==> config.mk <==
export PLATFORM = sky130hd
export DESIGN_NAME = zeroheti_imem_arbiter
export DESIGN_NICKNAME = d
export VERILOG_FILES = /design/src/rtl/zeroheti_imem_arbiter.sv
export SDC_FILE = /design/constraint.sdc
export NUM_CORES = 1
export LEC_CHECK = 0
export BUFFER_PORTS_ARGS = -buffer_cell sky130_fd_sc_hd__buf_2
export CAP_MARGIN = 20
export CORE_AREA = 2 2 108 110
export CTS_CLUSTER_DIAMETER = 100
export CTS_CLUSTER_SIZE = 30
export DETAILED_ROUTE_END_ITERATION = 10
export DIE_AREA = 0 0 110 112
export PLACE_DENSITY = 0.55
export SYNTH_ARGS = -nofsm -noshare
export SYNTH_HDL_FRONTEND = slang
export SYNTH_SLANG_ARGS = --single-unit
==> constraint.sdc <==
create_clock -name clk_i -period 2.3 [get_ports clk_i]
set_clock_uncertainty 0.2 [all_clocks]
set_input_delay 0.115 -clock clk_i [delete_from_list [all_inputs] [get_ports clk_i]]
set_output_delay 0.115 -clock clk_i [all_outputs]
set_load 0.02 [all_outputs]
==> src/rtl/zeroheti_imem_arbiter.sv <==
// Two-requester OBI arbiter: core fetch and debug SBA share one instruction-memory port.
// Define ZEROHETI_IMEM_ARB_ANTISTARVE_EN to add the SBA wait counter and forced-win override.
module zeroheti_imem_arbiter #(
  parameter int unsigned NumMaxTrans = 2,
  parameter int unsigned MaxWait     = 8,
  parameter int unsigned AddrWidth   = 32
) (
  input  logic                 clk_i,
  input  logic                 rst_i,
  input  logic                 if_req_i,
  input  logic [AddrWidth-1:0] if_addr_i,
  output logic                 if_gnt_o,
  output logic                 if_rvalid_o,
  output logic [31:0]          if_rdata_o,
  output logic                 if_err_o,
  input  logic                 sba_req_i,
  input  logic                 sba_we_i,
  input  logic [3:0]           sba_be_i,
  input  logic [AddrWidth-1:0] sba_addr_i,
  input  logic [31:0]          sba_wdata_i,
  output logic                 sba_gnt_o,
  output logic                 sba_rvalid_o,
  output logic [31:0]          sba_rdata_o,
  output logic                 sba_err_o,
  output logic                 mem_req_o,
  output logic                 mem_we_o,
  output logic [3:0]           mem_be_o,
  output logic [AddrWidth-1:0] mem_addr_o,
  output logic [31:0]          mem_wdata_o,
  input  logic                 mem_gnt_i,
  input  logic                 mem_rvalid_i,
  input  logic [31:0]          mem_rdata_i,
  input  logic                 mem_err_i
);

  localparam int unsigned PtrW = (NumMaxTrans > 1) ? $clog2(NumMaxTrans) : 1;
  localparam int unsigned CntW = $clog2(NumMaxTrans + 1);

  typedef enum logic [1:0] {WinNone, WinIf, WinSba} win_e;

  win_e                   win;
  logic                   override;
  logic                   full, empty, push, pop, head_sba;
  logic [PtrW-1:0]        wptr_q, wptr_d, rptr_q, rptr_d;
  logic [CntW-1:0]        cnt_q, cnt_d;
  logic [NumMaxTrans-1:0] ids_q, ids_d;

  assign full  = (cnt_q == CntW'(NumMaxTrans));
  assign empty = (cnt_q == '0);

`ifdef ZEROHETI_IMEM_ARB_ANTISTARVE_EN
  localparam int unsigned WaitW = (MaxWait > 0) ? $clog2(MaxWait + 1) : 1;
  logic [WaitW-1:0] wait_q, wait_d;

  assign override = sba_req_i && (wait_q == WaitW'(MaxWait));

  always_comb begin
    wait_d = '0;
    if (sba_req_i && !sba_gnt_o) begin
      wait_d = (wait_q == WaitW'(MaxWait)) ? wait_q : wait_q + WaitW'(1);
    end
  end

  always_ff @(posedge clk_i or posedge rst_i) begin
    if (rst_i) wait_q <= '0;
    else       wait_q <= wait_d;
  end
`else
  assign override = 1'b0;
`endif

  // Arbitration and request mux; reset forces "no winner" so every output reads 0.
  always_comb begin
    win = WinNone;
    if (!rst_i) begin
      if (override)       win = WinSba;
      else if (if_req_i)  win = WinIf;
      else if (sba_req_i) win = WinSba;
    end

    mem_req_o   = (win != WinNone) && !full;
    mem_we_o    = 1'b0;
    mem_be_o    = 4'h0;
    mem_addr_o  = '0;
    mem_wdata_o = '0;
    case (win)
      WinIf: begin
        mem_be_o   = 4'hF;
        mem_addr_o = if_addr_i;
      end
      WinSba: begin
        mem_we_o    = sba_we_i;
        mem_be_o    = sba_be_i;
        mem_addr_o  = sba_addr_i;
        mem_wdata_o = sba_wdata_i;
      end
      default: ;
    endcase

    if_gnt_o  = (win == WinIf)  && mem_req_o && mem_gnt_i;
    sba_gnt_o = (win == WinSba) && mem_req_o && mem_gnt_i;
  end

  // Routing FIFO of source IDs (1 = SBA); a stray rvalid on an empty FIFO is dropped.
  always_comb begin
    push     = mem_req_o && mem_gnt_i;
    pop      = mem_rvalid_i && !empty;
    head_sba = ids_q[rptr_q];
    ids_d    = ids_q;
    wptr_d   = wptr_q;
    rptr_d   = rptr_q;
    cnt_d    = cnt_q;

    if (push) begin
      ids_d[wptr_q] = (win == WinSba);
      wptr_d = (wptr_q == PtrW'(NumMaxTrans - 1)) ? '0 : wptr_q + PtrW'(1);
    end
    if (pop) begin
      rptr_d = (rptr_q == PtrW'(NumMaxTrans - 1)) ? '0 : rptr_q + PtrW'(1);
    end
    case ({push, pop})
      2'b10:   cnt_d = cnt_q + CntW'(1);
      2'b01:   cnt_d = cnt_q - CntW'(1);
      default: ;
    endcase

    if_rvalid_o  = pop && !head_sba;
    if_rdata_o   = if_rvalid_o ? mem_rdata_i : '0;
    if_err_o     = if_rvalid_o && mem_err_i;
    sba_rvalid_o = pop && head_sba;
    sba_rdata_o  = sba_rvalid_o ? mem_rdata_i : '0;
    sba_err_o    = sba_rvalid_o && mem_err_i;
  end

  // NOTE: state flops use non-blocking assignments so every flop samples pre-edge values.
  always_ff @(posedge clk_i or posedge rst_i) begin
    if (rst_i) begin
      wptr_q <= '0;
      rptr_q <= '0;
      cnt_q  <= '0;
    end else begin
      wptr_q <= wptr_d;
      rptr_q <= rptr_d;
      cnt_q  <= cnt_d;
    end
  end

  // NOTE: ID storage needs no reset; entries are only read while the count says they are valid.
  always_ff @(posedge clk_i) begin
    ids_q <= ids_d;
  end

`ifndef SYNTHESIS
  rvalid_without_outstanding: assert property (
    @(posedge clk_i) disable iff (rst_i) !(mem_rvalid_i && empty));
`endif

endmodule
==> impl_metrics.yaml, run 1 <==
clocking:
  cts_buffers: 3
  cts_setup_buffers: 0
  cts_tree: "built"
  root_buffer: "clkbuf_16"
  clock_sinks: 6
  htreeDepth: 1
  clk_latency_ps: 230
  cts.clk_slew.worst_paths_ps: 40
  cts_buffer_depth: 2
setup_path:
  path_class: "in -> out"
  crit_top_cell: "buf_2"
  crit_fanout: 5
  crit_path_end_kind: "output pin"
  crit_buf_inv: 4
  cp_slowest_cell: "or4b_4"
  worst_setup_path_start_kind: "input port"
  crit_required_ps: 1990
  worst-endpoint-arrival_ps: 1830
  cp_cell_sequence: "dlygate4sd3_1 -> buf_2 -> or4b_4 -> buf_4 -> nor2b_1 -> buf_2"
  crit_family: "buffers and inverters"
  slowest_delay_ps: 560
run_status:
  status: "finished, final reports clean"
floorplanning:
  start_util_pct: 12.0
  die_w_um: 110
  std_cell_rows: 39
  coreArea_sq_um: 11200
  die_h_um: 112
  ioPinCount: 280
  dieArea_sq_um: 12300
place:
  place_inst: 594
  io_buffers: 279
  post-dp-hpwl_mm: 7.11
  gp_congestion: 0.801
  placed_area_sq_um: 2890
yosys:
  synth_cell_types: 19
  ys_seq_area_share_pct: 12.0
  muxShareOfSynthArea_pct: 0.748
  synth-seq-cells: 6
  synthCells: 184
  syn-num-nets: 325
  yosys.area_share.simple_pct: 52.3
  synth_top_family_by_area: "simple AND/OR/NAND/NOR gates"
  syn_area_sq_um: 1340
  synth_xor_area_share_pct: 3.84
  yosysWarnings: 0
  yosys.area_share.adder_pct: 0.935
  synth-compound-area-share_pct: 23.6
  syn-mean-instance-area_sq_um: 7.27
grt:
  grt_max_degree: 51
  grt_pass1_vias: 2155
  grt.total_usage_pct: 11.9
  grt_first_pass_wirelength_mm: 11.3
  antenna_found_initial: 1
  grt-ovfl-total: 0
timing:
  worst_pin_slew_ps: 557
  rsz0062_at_grt: "false"
  slew_viol_final: 0
  min_period_ps: 2150
  post-route-period-util_pct: 93.4
  final_hold_viol_count: 0
  finalSetupViolCount: 0
  tns_ps: 0
  max_slew_margin_pct: 62.8
  max_freq_ghz: 0.465
drt:
  wl_mm: 8.18
  drc: 0
  vias: 2336
  ant_nets: 0
  wire_per_inst_um: 13.6
  via_per_inst: 3.89
  dr.pass1.iters: 3
  first_iter_violations: 56
pwr:
  vdd_drop_max_mv: 0.257
  p_leak_nw: 1.95
  p_total_mw: 1.59
  power_density_nw_per_um2: 532
finish:
  area_delta_synth_final_pct: 124
  final_util_pct: 26.8
  layoutNonFillerInstCount: 600
  multi_input_area_sq_um: 1110
  regArea_sq_um: 160
  fin_area_sq_um: 2990
  fill_cells: 1224
  drive_gt1_share_pct: 64.5
  fin_nets: 598
hold_path:
  hp-class: "in -> async"
run:
  cap_violations: 0
==> report_power, final <==
part / internal, mW / switching, mW
combinational: 0.462 / 0.650
clock: 0.230 / 0.0576
sequential: 0.154 / 0.0400
==> logic make-up after synthesis <==
group / count (synthesis)
AOI/OAI and AO/OA: 37
xor gates and xnor gates: 5
adders and majority gates: 1
buffers and inverters: 21
DFF: 6
muxes: 1
and+or+nand+nor: 113
==> worst paths after layout <==
| check | startpoint | end | slack (ps) | cells after the start |
|---|---|---|---|---|
| max in group asynchronous | rst_i | cnt_q[1] | 1560 | 3 |
| setup / recovery | rst_i | if_gnt_o | 150 | 6 |
| hold / removal | rst_i | wptr_q | 180 | 3 |
| hold reg to reg | rptr_q | rptr_q | 290 | 1 |
| min in group clk_i | mem_rvalid_i | rptr_q | 210 | 4 |
| setup reg to reg | cnt_q[1] | cnt_q[1] | 270 | 5 |
==> worst reg2reg max path, cell delays in order, from the launching register on <==
cell and delay (ps):
dfrtp_1 390, nor2b_1 180, or4b_4 520, ha_1 330
nor2_1 140, xor2_1 180
==> cells in the final DEF (no fill, tap or decap), drive strengths merged, types with 2 or more instances in the layout <==
master / count
and2: 99
nor2: 7
nor2b: 5
xnor2: 4
a21o: 4
a22o: 32
buf: 285
clkbuf: 4
dfrtp: 4
inv: 3
edfxtp: 2
==> cell type report <==
cell class / instances / share of cell area (%)
timing repair buffer: 286 / 48.5
multi-input combinational: 157 / 37.1
tap: 143 / 5.98
sequential: 6 / 5.35
clock buffer: 4 / 2.63
inverter: 3 / 0.376
antenna: 1 / 0.0836
==> routing by layer <==
layer	part of all wire [%]	global-route usage [%]	up-vias
met5	0	0	-
met4	1.8	3.88	0
met3	10	1.87	9
met2	50	22.8	169
met1	38	13.0	1002
li1	-	-	1156
==> sequential cells by signal, summed over array words and instances (netlist names) <==
register and cells:
cnt_q 2, ids_q 2, rptr_q 1, wptr_q 1
==> Yosys cell counts <==
cell / count / area share (%)
xor2_1: 1 / 0.65
mux2i_1: 1 / 0.75
dfrtp_1: 4 / 7.5
inv_1: 3 / 0.84
a22o_1: 32 / 21
a21o_1: 4 / 2.2
and2_1: 99 / 46
xnor2_2: 1 / 1.2
nor3b_2: 1 / 0.94
nor2b_1: 5 / 2.3
xnor2_1: 3 / 2.0
buf_1: 1 / 0.28
buf_2: 8 / 3.0
o21ai_1: 1 / 0.37
clkbuf_1: 9 / 2.5
or4b_1: 1 / 0.75
nor2_1: 7 / 2.0
edfxtp_1: 2 / 4.5
ha_1: 1 / 0.94
==> through the flow <==
step	setup slack [ps]	hold WS [ps]
final	152	177
after global routing	41.3	207
after CTS	78.6	179
after detailed placement	233	-132
after global placement	285	-133
after floorplan	345	-319
==> repair_timing <==
action	CTS	global route
endpoints found under the hold margin	4	0
endpoints found under the setup margin	4	1
gates cloned	0	0
hold buffers	1	0
gates resized for setup	1	1
No activity file was read; power rests on OpenSTA's default activity.
==> inputs of run 2 (changes only) <==
--- a/config.mk
+++ b/config.mk
@@ -12,6 +12,7 @@
 export CTS_CLUSTER_SIZE = 30
 export DETAILED_ROUTE_END_ITERATION = 10
 export DIE_AREA = 0 0 110 112
+export MAX_ROUTING_LAYER = met4
 export PLACE_DENSITY = 0.55
 export SYNTH_ARGS = -nofsm -noshare
 export SYNTH_HDL_FRONTEND = slang
==> run 2 against run 1 <==
Routed wire length is the same. Critical endpoint unchanged. Largest cell class unchanged. Sequential share of layout area is the same. Critical path type unchanged. Clock-buffer cell count is the same.
==> impl_metrics.yaml, run 2 (synthesis gave the netlist of run 1 again) <==
floorplanning:
  die_w_um: 110
  die_h_um: 112
  ioPinCount: 280
  dieArea_sq_um: 12300
  std_cell_rows: 39
  coreArea_sq_um: 11200
  start_util_pct: 12.0
timing:
  max_freq_ghz: 0.466
  min_period_ps: 2150
  final_hold_viol_count: 0
  post-route-period-util_pct: 93.4
  tns_ps: 0
  worst_pin_slew_ps: 557
  slew_viol_final: 0
  rsz0062_at_grt: "false"
  max_slew_margin_pct: 62.8
  finalSetupViolCount: 0
setup_path:
  crit_buf_inv: 4
  cp_slowest_cell: "or4b_4"
  slowest_delay_ps: 560
  crit_family: "buffers and inverters"
  path_class: "in -> out"
  crit_path_end_kind: "output pin"
  cp_cell_sequence: "dlygate4sd3_1 -> buf_2 -> or4b_4 -> buf_4 -> nor2b_1 -> buf_2"
  worst-endpoint-arrival_ps: 1830
  r2r_slack_ps: 270
  crit_fanout: 5
  worst_setup_path_start_kind: "input port"
  crit_required_ps: 1990
  crit_top_cell: "buf_2"
clocking:
  htreeDepth: 1
  cts_buffers: 3
  root_buffer: "clkbuf_16"
  clock_sinks: 6
  cts_setup_buffers: 0
  cts_buffer_depth: 2
  cts_tree: "built"
  cts.clk_slew.worst_paths_ps: 40
  clk_latency_ps: 230
drt:
  wl_mm: 8.18
  first_iter_violations: 57
  ant_nets: 0
  wire_per_inst_um: 13.6
  drc: 0
  dr.pass1.iters: 3
  via_per_inst: 3.89
  vias: 2336
pwr:
  p_leak_nw: 1.95
  p_total_mw: 1.59
  power_density_nw_per_um2: 532
  vdd_drop_max_mv: 0.257
grt:
  grt-ovfl-total: 0
  grt_first_pass_wirelength_mm: 11.3
  antenna_found_initial: 1
  grt_pass1_vias: 2161
  grt.total_usage_pct: 12.3
  grt_max_degree: 51
finish:
  fin_nets: 598
  final_cell_mix: "279 x buf_2, 99 x and2_1, 32 x a22o_1"
  final_common_cell: "buf_2"
  reg.largest.list: "cnt_q (2), ids_q (2)"
  area_delta_synth_final_pct: 124
  fill_cells: 1224
  drive_gt1_share_pct: 64.5
place:
  post-dp-hpwl_mm: 7.11
  gp_congestion: 0.813
  io_buffers: 279
run_status:
  status: "finished, final reports clean"
run:
  cap_violations: 0
hold_path:
  hp-class: "in -> async"
==> run 2: cell counts in the layout (fill, tap and decap cells not counted) <==
No cell type changed its count.
==> run 2: area by class of cell <==
class | instances | area (sq um) | area share (%)
Antenna cell | 1 | 2.50 | 0.0836
Tap cell | 143 | 179 | 5.98
Multi-Input combinational cell | 157 | 1110 | 37.1
Sequential cell | 6 | 160 | 5.35
Inverter | 3 | 11.3 | 0.376
Timing Repair Buffer | 286 | 1450 | 48.5
Clock buffer | 4 | 78.8 | 2.63
==> run 2: worst register-to-register path, stage by stage, from the launching register on <==
cell and delay, ps:
dfrtp_1 390, nor2b_1 180, or4b_4 520, ha_1 330, nor2_1 140, xor2_1 180
==> run 2: worst paths after layout <==
check | start | to | depth (start not counted)
min in group clk_i | mem_rvalid_i | rptr_q | 4
setup reg to reg | cnt_q[1] | cnt_q[1] | 5
max in group asynchronous | rst_i | cnt_q[1] | 3
hold / removal | rst_i | wptr_q | 3
hold reg to reg | rptr_q | rptr_q | 1
setup / recovery | rst_i | if_gnt_o | 6
==> run 2: what timing repair did <==
action,4_1_cts,5_1_grt
hold buffers,1,0
hold endpoints to repair,4,0
resized for setup,1,1
endpoints found under the setup margin,4,1
==> run 2: where the power goes <==
group	switching [mW]	internal (mW)	leakage, nW	total (mW)
Sequential	0.0400	0.154	0.0654	0.194
Combinational	0.650	0.462	1.84	1.11
Clock	0.0576	0.230	0.0382	0.287
Total	0.748	0.846	1.95	1.59
==> run 2: per-layer routing <==
| layer | track usage [%] | up-vias | share of wire, % | routed length [um] |
|---|---|---|---|---|
| li1 | - | 1156 | - | - |
| met1 | 13.1 | 1002 | 39 | 3160 |
| met2 | 22.9 | 169 | 50 | 4070 |
| met3 | 1.70 | 9 | 9.9 | 807 |
| met4 | 3.88 | 0 | 1.8 | 149 |
| met5 | - | - | 0 | 0 |
==> run 2: metrics by stage <==
step / std cells / util [%] / hold WS (ps) / cell area (sq um) / setup WS, ps
2_1_floorplan: 184 / - / -319 / 1340 / 345
3_3_place_gp: 594 / 25.9 / -133 / 2890 / 285
3_5_place_dp: 594 / 25.9 / -132 / 2890 / 233
4_1_cts: 599 / 26.7 / 179 / 2990 / 78.6
5_1_grt: 600 / 26.8 / 207 / 2990 / 41.3
6_report: 600 / 26.8 / 177 / 2990 / 152
==> inputs of run 3 (changes only) <==
--- a/config.mk
+++ b/config.mk
@@ -12,6 +12,7 @@
 export CTS_CLUSTER_SIZE = 30
 export DETAILED_ROUTE_END_ITERATION = 10
 export DIE_AREA = 0 0 110 112
+export HOLD_SLACK_MARGIN = 0.08
 export MAX_ROUTING_LAYER = met4
 export PLACE_DENSITY = 0.55
 export SYNTH_ARGS = -nofsm -noshare
==> constraint.sdc (replaced) <==
create_clock -name clk_i -period 2.3 [get_ports clk_i]
set_clock_uncertainty 0.2 [all_clocks]
set_input_delay 0.115 -clock clk_i [delete_from_list [all_inputs] [get_ports clk_i]]
set_output_delay 0.115 -clock clk_i [all_outputs]
set_load 0.05 [all_outputs]
==> run 3 against run 2 <==
First-iteration DRC count decreased by 30%. Combinational power increased by 50%. Global-route usage decreased by 0.47 points. Clock-buffer cell count unchanged. Clock power about the same. Sequential power about the same. Die area unchanged. Critical path depth decreased by 1. Non-clock buffer count decreased by 1. Maximum frequency decreased by 1.2%. Utilization about the same. Hold slack improved by 5.6 ps. Largest cell class unchanged. Largest power group unchanged. Highest routed layer unchanged.
==> impl_metrics.yaml, run 3 (synthesis gave the netlist of run 1 again) <==
setup_path:
  cp_cell_sequence: "nor2b_1 -> or4b_4 -> buf_4 -> nor2b_1 -> buf_4"
  crit_fanout: 4
  worst-endpoint-arrival_ps: 1860
  slowest_delay_ps: 540
  crit_required_ps: 1990
  crit_path_end_kind: "output pin"
  path_class: "reg -> out"
  crit_family: "simple AND/OR/NAND/NOR gates"
  crit_buf_inv: 2
  worst_setup_path_start_kind: "register"
  cp_slowest_cell: "or4b_4"
finish:
  area_delta_synth_final_pct: 124
  drive_gt1_share_pct: 64.4
  fill_cells: 1224
  layoutNonFillerInstCount: 598
  fin_nets: 597
  final_cell_mix: "278 x buf_2, 99 x and2_1, 32 x a22o_1"
  fin_area_sq_um: 3000
  reg.largest.list: "cnt_q (2), ids_q (2)"
  n_antenna_cell: 0
  final_common_cell: "buf_2"
timing:
  tns_ps: 0
  post-route-period-util_pct: 94.6
  max_freq_ghz: 0.460
  final_hold_viol_count: 0
  rsz0062_at_grt: "false"
  min_period_ps: 2180
  worst_pin_slew_ps: 557
  max_slew_margin_pct: 62.8
  slew_viol_final: 0
  finalSetupViolCount: 0
  setup_ws_ps: 125
place:
  gp_congestion: 0.821
  pre_cts_slack_ps: 134
  placed_area_sq_um: 2900
  post-dp-hpwl_mm: 7.00
  place_inst: 593
  io_buffers: 279
clocking:
  htreeDepth: 1
  cts_buffers: 3
  cts_buffer_depth: 2
  cts_setup_buffers: 0
  root_buffer: "clkbuf_16"
  cts_tree: "built"
  clk_latency_ps: 230
  clock_sinks: 6
  cts.clk_slew.worst_paths_ps: 40
grt:
  grt_pass1_vias: 2115
  grt_first_pass_wirelength_mm: 10.8
  grt.total_usage_pct: 11.8
  grt-ovfl-total: 0
  grt_max_degree: 74
  antenna_found_initial: 0
pwr:
  p_total_mw: 2.15
  switching_share_pct: 60.5
  vdd_drop_max_mv: 0.284
  p_leak_nw: 1.95
  power_density_nw_per_um2: 717
  power_frac_comb_pct: 77.5
  p_switching_mw: 1.30
  seq_power_share_pct: 9.1
  internal_power_mw: 0.848
  p_clk_share_pct: 13.4
hold_path:
  hp-class: "in -> async"
floorplanning:
  die_w_um: 110
  start_util_pct: 12.0
  die_h_um: 112
  coreArea_sq_um: 11200
  dieArea_sq_um: 12300
  ioPinCount: 280
  std_cell_rows: 39
drt:
  first_iter_violations: 40
  ant_nets: 0
  dr.pass1.iters: 4
  wl_mm: 8.06
  drc: 0
  vias: 2366
  wire_per_inst_um: 13.5
  via_per_inst: 3.96
run:
  cap_violations: 0
run_status:
  status: "finished, final reports clean"
run 3: cell types whose count changed in the layout (fill, tap and decap cells not counted):
cell / before / now
buf_4: 6 / 5
diode_2: 1 / 0
buf_2: 279 / 278
buf_12: 0 / 1
run 3: worst paths after layout:
path	startpoint	slack, ps	end	depth (start not counted)
max	cnt_q[1]	120	sba_gnt_o	5
min	rst_i	180	rptr_q	3
max reg2reg	cnt_q[1]	250	cnt_q[1]	5
min reg2reg	cnt_q[1]	290	cnt_q[1]	1
max in group asynchronous	rst_i	1550	cnt_q[1]	3
min in group clk_i	mem_rvalid_i	180	rptr_q	4
run 3: layout make-up:
| type | instances | area [sq um] | share of cell area [%] |
|---|---|---|---|
| Timing Repair Buffer | 285 | 1460 | 48.6 |
| Inverter | 3 | 11.3 | 0.375 |
| Sequential cell | 6 | 160 | 5.34 |
| Clock buffer | 4 | 78.8 | 2.63 |
| Tap cell | 143 | 179 | 5.97 |
| Multi-Input combinational cell | 157 | 1110 | 37.0 |
run 3: timing repair:
item	4_1_cts	5_1_grt
hold endpoints to repair	4	0
gates resized for setup	2	1
setup endpoints to repair	35	1
hold buffers	1	0
run 3: worst min-delay path: stages:
cell and delay [ps]:
buf_2 130, dlygate4sd3_1 560, inv_1 160
run 3: metal layers:
| metal | global-route usage, % | vias up | wire length, um |
|---|---|---|---|
| met5 | - | - | 0 |
| met4 | 2.62 | 0 | 57 |
| met3 | 1.93 | 4 | 815 |
| met2 | 22.0 | 170 | 4130 |
| met1 | 12.9 | 1039 | 3060 |
| li1 | - | 1153 | - |
run 3: power by group through the flow:
stage          clock network, mW  logic [mW]  registers, mW
2_1_floorplan                  0        1.24          0.189
3_3_place_gp                   0        1.66          0.192
3_5_place_dp                   0        1.67          0.197
4_1_cts                    0.295        1.68          0.195
5_1_grt                    0.298        1.77          0.201
6_report                   0.289        1.67          0.195
run 3: per-stage QoR:
stage	hold WS, ps	util, %
floorplan	-319	-
global placement	-125	25.9
detailed placement	-124	25.9
CTS	188	26.8
global route	215	26.8
finish	182	26.8
